**config.mk**
```make
export PLATFORM = sky130hd
export DESIGN_NAME = mux4_rr_arbiter
export DESIGN_NICKNAME = d
export VERILOG_FILES = /design/src/rtl/mux4_rr_arbiter.sv
export SDC_FILE = /design/constraint.sdc
export NUM_CORES = 1
export LEC_CHECK = 0
export BUFFER_PORTS_ARGS = -buffer_cell sky130_fd_sc_hd__buf_2
export CORE_MARGIN = 2
export CORE_UTILIZATION = 44
export DETAILED_ROUTE_END_ITERATION = 8
export PLACE_DENSITY = 0.9
export SETUP_SLACK_MARGIN = 0.05
export SLEW_MARGIN = 20
export SYNTH_ARGS = -nofsm -noshare
export SYNTH_HDL_FRONTEND = slang
export SYNTH_SLANG_ARGS = --single-unit
```
**constraint.sdc**
```tcl
create_clock -name clk -period 5.16 [get_ports clk]
set_clock_uncertainty 0.2 [all_clocks]
set_input_delay 1.29 -clock clk [delete_from_list [all_inputs] [get_ports clk]]
set_output_delay 1.29 -clock clk [all_outputs]
set_load 0.01 [all_outputs]
```
**src/rtl/mux4_rr_arbiter.sv**
```systemverilog
// Round-robin arbiter feeding a registered 4:1 mux with a valid/ready output.
// Define MUX4_ARB_LOCK_EN to enable burst lock (a granted source may keep the path).
module mux4_rr_arbiter #(
  parameter int DATA_W = 8
) (
  input  logic                clk,
  input  logic                rst_n,
  input  logic [3:0]          req,
  input  logic [4*DATA_W-1:0] din,
  input  logic [3:0]          lock,
  output logic [3:0]          gnt,
  output logic                out_valid,
  output logic [DATA_W-1:0]   out_data,
  output logic [1:0]          out_src,
  input  logic                out_ready
);

  logic [1:0]        ptr;
  logic [1:0]        rr_win;
  logic [1:0]        win;
  logic              can_load;
  logic              grant;
  logic [DATA_W-1:0] sel_data;

  assign can_load = ~out_valid | out_ready;
  assign grant    = rst_n & can_load & (|req);

  // Scan from the farthest slot back to ptr so the nearest requester wins.
  always_comb begin
    logic [1:0] idx;
    rr_win = ptr;
    idx    = ptr;
    for (int k = 3; k >= 0; k--) begin
      idx = ptr + 2'(k);
      if (req[idx]) rr_win = idx;
    end
  end

`ifdef MUX4_ARB_LOCK_EN
  logic       lock_act;
  logic [1:0] lock_id;
  logic       lock_hit;

  assign lock_hit = lock_act & req[lock_id];
  assign win      = lock_hit ? lock_id : rr_win;

  // A stall leaves the lock untouched; it only lapses when the path could load.
  always_ff @(posedge clk) begin
    if (!rst_n) begin
      lock_act <= 1'b0;
      lock_id  <= 2'd0;
    end else if (grant) begin
      lock_act <= lock[win];
      lock_id  <= win;
    end else if (can_load && lock_act && !req[lock_id]) begin
      lock_act <= 1'b0;
    end
  end
`else
  logic unused_lock;

  assign unused_lock = ^lock;
  assign win         = rr_win;
`endif

  always_comb begin
    case (win)
      2'd0:    sel_data = din[0*DATA_W +: DATA_W];
      2'd1:    sel_data = din[1*DATA_W +: DATA_W];
      2'd2:    sel_data = din[2*DATA_W +: DATA_W];
      default: sel_data = din[3*DATA_W +: DATA_W];
    endcase
  end

  assign gnt = grant ? (4'b0001 << win) : 4'b0000;

  always_ff @(posedge clk) begin
    if (!rst_n) begin
      ptr       <= 2'd0;
      out_valid <= 1'b0;
      out_data  <= '0;
      out_src   <= 2'd0;
    end else if (grant) begin
      ptr       <= win + 2'd1;
      out_valid <= 1'b1;
      out_data  <= sel_data;
      out_src   <= win;
    end else if (out_valid && out_ready) begin
      out_valid <= 1'b0;
    end
  end

endmodule

```
Word level (Yosys, flattened, before mapping)
Cells that the tools add are included.
W data, S select, Z words.

storage, ports and cells
  word-level logic and storage cells = 39
  bits in registers = 13
  output and inout port bits = 15
  input port bits = 43

cells by class
  multiplexer cells = 16
  eq/ne operators = 2
  $lt $le $gt $ge = 4
  reductions and logical operators = 4
  $add $sub $neg = 4
  bitwise operators = 4
  shift-type cells = 1

operators by type and width
  operator               number
  $pmux W8 S3            1
  $lt A2 B3 Y1 const B   4
  $bmux W1 S2            4
  $mux W2                4
  $mux W1                6
  $add A2 B1 Y2 const B  2
  $add A2 B2 Y2 const B  2
  $mux W4                1
  $reduce_or A4 Y1       1
  $shl A1 B2 Y4 const A  1
  $and A1 B1 Y1          2
  $eq A2 B1 Y1 const B   1
  $eq A2 B2 Y1 const B   1
  $logic_not A2 Y1       1
  $reduce_bool A2 Y1     1
  $logic_and A1 B1 Y1    1
  $not A1 Y1             1
  $or A1 B1 Y1           1

Longest topological paths before layout
Gate-level depths: netlist (run 1).

  word-level depth = 9
  mapped depth = 10

Worst setup path after synthesis (run 1)
OpenSTA, ideal clock, no wires.

  path kind = input port to output port
  start = input port req[0]
  end = output port gnt[2]
  path slack = 1.069 ns
  stages = 6
  data arrival time = 2.601 ns
  data required time = 3.670 ns
  buffers on the path = 1
  cell sequence = a21oi_1 o311ai_0 inv_1 ha_1 clkbuf_1 and2_1

on the way
  word-level cells in the longest chain between the ends = 8

ends and longest elaborated chain
  element                        RTL line  RTL
  start, declared                8         input logic [3:0] req,
  $bmux W1 S2                    35        if (req[idx]) rr_win = idx;
  $mux W1 (not written as such)  35
  $mux W2 (3 in series)          35
  $mux W2 *                      35
  via rr_win[1]                  19        logic [1:0] rr_win;
  $shl A1 B2 Y4 *                75        assign gnt = grant ? (4'b0001 << win) : 4'b0000;
  $mux W4 *                      75
  end, declared                  11        output logic [3:0] gnt,

Mark *: on every way through the listed nets, which the timed path passes. The rest lies on a longest branch. The select of a mux whose other input is x is not followed.

Final worst setup path (run 1)
  start = input port req[0]
  end = output port gnt[1]

The elaborated chain is that of the path after synthesis.

==> flow_metrics.tcl, run 1 <==
set metrics [dict create \
    final_ws_setup_ns 0.761 \
    synth_area_sq_um 863 \
    crit-reg2reg-launch "ptr[1]" \
    flop_to_flop_setup_slack_ns 2.57 \
    boundaryPins 58 \
    dieHeight_um 48.3 \
    layout.cells.most_common "sky130_fd_sc_hd__buf_2" \
    detail_route.first_pass.iterations 4 \
    synth_warnings 0 \
    dp_cells 176 \
    critPathTopFamily "simple AND/OR/NAND/NOR gates" \
    cts_root_buf "sky130_fd_sc_hd__clkbuf_4" \
    start_util 0.454 \
    chipWidth_um 48.3 \
    wl_um 2330 \
    crit_required_ns 3.67 \
    async_flop_share 0 \
    min-delay-start "out_src[1]" \
    worst-setup-path-type "input port to output pin" \
    rsz0062_at_grt "no" \
    synthesized_area_per_cell_sq_um 8.38 \
    std_cell_rows 16 \
    layout_worst_path_cycle_share 0.852 \
    transition_at_the_pin_with_the_smallest_max_transition_slack_ns 0.485 \
    totalNegativeSetupSlack_ns 0 \
    areaGrowthSynthToFinish_pct 33.6 \
    worstHoldPathCells 2 \
    drv_slew 0 \
    critical_path.reg2reg.endpoint "out_data[2]" \
    multiInputGateArea_sq_um 515 \
    h_tree_level_count 1 \
    grt_pass1_wl_um 2910 \
    fin_nets 202 \
    reg2regPathDepth 9 \
    final_cell_mix "53 x sky130_fd_sc_hd__buf_2, 13 x sky130_fd_sc_hd__dfxtp_1, 12 x sky130_fd_sc_hd__inv_1, 10 x sky130_fd_sc_hd__a21oi_1, 9 x sky130_fd_sc_hd__a22oi_1" \
    core-area_sq_um 1900 \
    clk_pin_slew_worst_paths_ns 0.08 \
    dr.first_iter.drc_count 34 \
    detailedPlace.worstSlack_ns 0.773 \
    placer_congestion 0.736 \
    max-clock-path-buffers 2 \
    ctsHoldBuffers 0 \
    dominantRegCellSynth "sky130_fd_sc_hd__dfxtp_1" \
    via_count_of_the_routed_design 968 \
    cp.arrival_ns 2.91 \
    critPathSlowestCell "sky130_fd_sc_hd__ha_1" \
    critical_path.n_buffers_inverters 3 \
    cts.sinks 13 \
    drc_errors 0 \
    grt_antenna_before_repair 0 \
    number_of_hold_violations_in_the_final_report 0 \
    grt_pass1_vias 684 \
    register_area_sq_um 260 \
    post-route-cell-area_sq_um 1150 \
    min_path_type "register to register" \
    post_cts_resize_count 0 \
    crit_path_cell_trace "buf_2, or2_2, a22oi_1, o211ai_1, inv_1, ha_1, and2_1, buf_2" \
    critical_path.startpoint_type "input port" \
    timing.max_cap.violations 0 \
    ir_worst_vdd_mv 0.129 \
    postCtsSetupRepairBufs 0 \
    netlist-cell-type-count 30 \
    sequentialPowerShare 0.411 \
    largest_stage_delay_worst_path_ns 0.36 \
    n_antenna_cell 0 \
    cellInternalPower_mw 0.198 \
    synthesis.instances 103 \
    p_sw_mw 0.102 \
    grt_max_degree 22 \
    die_ar_sq_um 2330 \
    powerDensity_nw_per_um2 260 \
    max-slew-margin-rel 0.677 \
    tritoncts_clock_tree "done" \
    worstSetupStartpoint "req[0]" \
    synth_register_bits 13 \
    setup-violations-final 0 \
    dpl_cell_area_sq_um 1130 \
    synth_sequential_area_ratio 0.301 \
    power.leakage_nw 0.597 \
    io_buffer_count 53 \
    clkLatencyLatePin_ns 0.28 \
    post_drt_wl_per_cell_um 13.0 \
    synth_fp_nets 151 \
    switching_share 0.340 \
    timing.critical_path.fanout_max 9 \
    timing.hold.ws_ns 0.273 \
    synth-edff-count 0 \
    final_layout_size_suffix_gt1_frac 0.405 \
    max_freq_ghz 0.227 \
    detail-route-antenna-nets 0 \
    path_common_cell "sky130_fd_sc_hd__buf_2" \
    whs_endpoint "out_src[1]" \
    finalWorstPathRequiredPeriod_ns 4.40 \
    cts_inserted_buffers 3 \
    comb_pwr_share 0.376 \
    globalRoute.totalOverflow 0 \
    instances_no_fill 180 \
    gr-usage-all-layers 0.185 \
    power.clock.fraction 0.214 \
    vias_per_cell 5.38 \
    end_kind "output pin" \
    fillers 149 \
    outcome "completed" \
]
## power by group through the flow
stage | clock, mW | sequential, mW | combinational (mW)
final | 0.0641 | 0.123 | 0.113
after global routing | 0.0692 | 0.125 | 0.124
after CTS | 0.0654 | 0.123 | 0.114
after detailed placement | 0 | 0.125 | 0.113
after global placement | 0 | 0.125 | 0.108
after floorplan | 0 | 0.132 | 0.0625
## cell type report
cell class / instances / area share
clock buffers: 4 / 0.0228
inverters: 12 / 0.0390
repair buffers: 54 / 0.236
multi-input cells: 70 / 0.447
well taps: 27 / 0.0293
flip-flops and latches: 13 / 0.226
## synthesized netlist by cell type (2+ instances only)
master	instances	share of area
sky130_fd_sc_hd__ha_1	5	0.072
sky130_fd_sc_hd__nor2b_1	5	0.036
sky130_fd_sc_hd__and2_1	4	0.029
sky130_fd_sc_hd__nor2_1	3	0.013
sky130_fd_sc_hd__a22oi_1	9	0.078
sky130_fd_sc_hd__a31o_1	7	0.071
sky130_fd_sc_hd__clkbuf_1	4	0.017
sky130_fd_sc_hd__nand3_1	2	0.012
sky130_fd_sc_hd__inv_1	12	0.052
sky130_fd_sc_hd__o21ai_0	4	0.023
sky130_fd_sc_hd__a221oi_1	8	0.081
sky130_fd_sc_hd__a21oi_1	10	0.058
sky130_fd_sc_hd__dfxtp_1	13	0.30
## per-stage QoR
step	total power [mW]	utilization
detailed placement	0.239	0.593
global placement	0.232	0.593
finish	0.300	0.607
floorplan	0.194	-
global route	0.318	0.607
CTS	0.302	0.607
## worst max-delay path by stage
stage / endpoint / slack [ns] / cells past startpoint
floorplan: gnt[2] / 1.07 / 6
global placement: gnt[1] / 0.81 / 8
detailed placement: gnt[1] / 0.77 / 8
CTS: gnt[1] / 0.76 / 8
global route: gnt[1] / 0.61 / 8
finish: gnt[1] / 0.76 / 8
## state kept, by name, summed over array words and instances (netlist names)
signal and count:
out_data 8, out_src 2, ptr 2, out_valid 1
## kinds of logic (layout without fill, tap and decap cells)
kind of cell / count (synthesis) / in the layout / share of synthesized area
buffers and inverters: 20 / 70 / 0.101
and+or+nand+nor: 20 / 20 / 0.146
DFF: 13 / 13 / 0.301
adders and majority gates: 5 / 5 / 0.0725
AOI/OAI and AO/OA: 45 / 45 / 0.378
## layer usage
layer	vias to the layer above	routed length, um	global-route usage
li1	482	-	-
met1	450	951	0.200
met2	34	1210	0.334
met3	2	149	0.0481
met4	0	22	0.0811
met5	-	0	0
## tightest hold or removal path: cells and delay by family, from the launching register on
kind,cells,cell delay [ns]
AO/OA/AOI/OAI,1,0.06
flip-flops,1,0.33
AND/OR/NAND/NOR,1,0.06
(Power assumes the default switching activity.)
==> inputs of run 2 (changes only) <==
Settings changed: CORE_UTILIZATION 44 to 41, PLACE_DENSITY 0.9 to 0.85.
==> flow_metrics.tcl, run 2 (same netlist as run 1, synthesis figures left out) <==
set metrics [dict create \
    ir_worst_vdd_mv 0.121 \
    cts_inserted_buffers 3 \
    final_cell_mix "53 x sky130_fd_sc_hd__buf_2, 13 x sky130_fd_sc_hd__dfxtp_1, 12 x sky130_fd_sc_hd__inv_1, 10 x sky130_fd_sc_hd__a21oi_1, 9 x sky130_fd_sc_hd__a22oi_1" \
    transition_at_the_pin_with_the_smallest_max_transition_slack_ns 0.468 \
    critical_path.startpoint_type "input port" \
    timing.max_cap.violations 0 \
    chipWidth_um 49.9 \
    detail_route.first_pass.iterations 4 \
    rsz0062_at_grt "no" \
    p_sw_mw 0.0960 \
    number_of_hold_violations_in_the_final_report 0 \
    grt_pass1_wl_um 3540 \
    std_cell_rows 16 \
    io_buffer_count 53 \
    largest_register_ffs 8 \
    layout.cells.most_common "sky130_fd_sc_hd__buf_2" \
    final_ws_setup_ns 0.783 \
    cp.arrival_ns 2.89 \
    start_util 0.436 \
    comb_pwr_share 0.376 \
    h_tree_level_count 1 \
    path_common_cell "sky130_fd_sc_hd__buf_2" \
    dieHeight_um 49.9 \
    power.clock.fraction 0.203 \
    globalRoute.totalOverflow 0 \
    max_freq_ghz 0.228 \
    finalWorstPathRequiredPeriod_ns 4.38 \
    end_kind "output pin" \
    grt_max_degree 22 \
    layout_worst_path_cycle_share 0.848 \
    max-clock-path-buffers 2 \
    areaGrowthSynthToFinish_pct 33.6 \
    timing.critical_path.fanout_max 9 \
    detailedPlace.worstSlack_ns 0.792 \
    cellInternalPower_mw 0.198 \
    n_antenna_cell 0 \
    ctsHoldBuffers 0 \
    cts.sinks 13 \
    clk_pin_slew_worst_paths_ns 0.07 \
    min_path_type "register to register" \
    post_drt_wl_per_cell_um 12.6 \
    outcome "completed" \
    fillers 186 \
    totalNegativeSetupSlack_ns 0 \
    final_layout_size_suffix_gt1_frac 0.405 \
    registers.top_by_ff_count "out_data" \
    grt_pass1_vias 891 \
    dr.first_iter.drc_count 17 \
    wl_um 2260 \
    postCtsSetupRepairBufs 0 \
    crit_required_ns 3.67 \
    drc_errors 0 \
    worst-setup-path-type "input port to output pin" \
    power.leakage_nw 0.597 \
    crit_path_cell_trace "buf_2, or2_2, a22oi_1, o211ai_1, inv_1, ha_1, and2_1, buf_2" \
    die_ar_sq_um 2490 \
    placer_congestion 0.769 \
    largest_stage_delay_worst_path_ns 0.33 \
    detail-route-antenna-nets 0 \
    clkLatencyLatePin_ns 0.26 \
    core-area_sq_um 1980 \
    setup-violations-final 0 \
    post-dp-hpwl_um 1800 \
    powerDensity_nw_per_um2 255 \
    tritoncts_clock_tree "done" \
    switching_share 0.326 \
    sequentialPowerShare 0.421 \
    largest_registers "out_data (8), out_src (2), ptr (2)" \
    fin_nets 202 \
    critPathSlowestCell "sky130_fd_sc_hd__ha_1" \
    max-slew-margin-rel 0.688 \
    cts_root_buf "sky130_fd_sc_hd__clkbuf_4" \
    boundaryPins 58 \
    gr-usage-all-layers 0.182 \
    grt_antenna_before_repair 0 \
    via_count_of_the_routed_design 945 \
    vias_per_cell 5.25 \
    drv_slew 0 \
    post_cts_resize_count 0 \
]
## run 2: final timing paths
path                            depth (start not counted)  slack, ns        start           to
worst min-delay path                                    1       0.28  out_data[4]  out_data[4]
worst min register to register                          1       0.28  out_data[4]  out_data[4]
worst max-delay path                                    8       0.78       req[0]       gnt[1]
worst max register to register                          9       2.67       ptr[1]  out_data[2]
## run 2: metrics by stage
step | hold WS (ns) | area, sq um | util | total power, mW | cells
2_1_floorplan | 0.295 | 863 | - | 0.194 | 103
3_3_place_gp | 0.255 | 1130 | 0.569 | 0.233 | 176
3_5_place_dp | 0.265 | 1130 | 0.569 | 0.238 | 176
4_1_cts | 0.282 | 1150 | 0.582 | 0.297 | 180
5_1_grt | 0.302 | 1150 | 0.582 | 0.314 | 180
6_report | 0.277 | 1150 | 0.582 | 0.294 | 180
## run 2: worst max-delay path: cells and delay by family
kind | cells | cell delay [ns]
AND/OR/NAND/NOR | 2 | 0.46
buffers and inverters | 3 | 0.41
AO/OA/AOI/OAI | 2 | 0.39
adder cells (fa/ha/maj) | 1 | 0.33
## run 2: final cells by class
class                   instances  area [sq um]  area share
clock buffers                   4          26.3      0.0228
inverters                      12          45.0      0.0390
multi-input cells              70           515       0.447
flip-flops and latches         13           260       0.226
well taps                      27          33.8      0.0293
repair buffers                 54           273       0.236
## run 2: power by group through the flow
| stage | combinational [mW] | clock (mW) | sequential, mW |
|---|---|---|---|
| 3_3_place_gp | 0.108 | 0 | 0.125 |
| 5_1_grt | 0.123 | 0.0646 | 0.126 |
| 6_report | 0.111 | 0.0596 | 0.124 |
| 3_5_place_dp | 0.111 | 0 | 0.126 |
| 4_1_cts | 0.112 | 0.0615 | 0.124 |
| 2_1_floorplan | 0.0625 | 0 | 0.132 |
## run 2: metal layers
metal  up-vias  wire (um)  global-route usage
li1        481          -                   -
met1       418        939               0.171
met2        44       1100               0.367
met3         2        193              0.0364
met4         0         23              0.0833
met5         -          0                   0
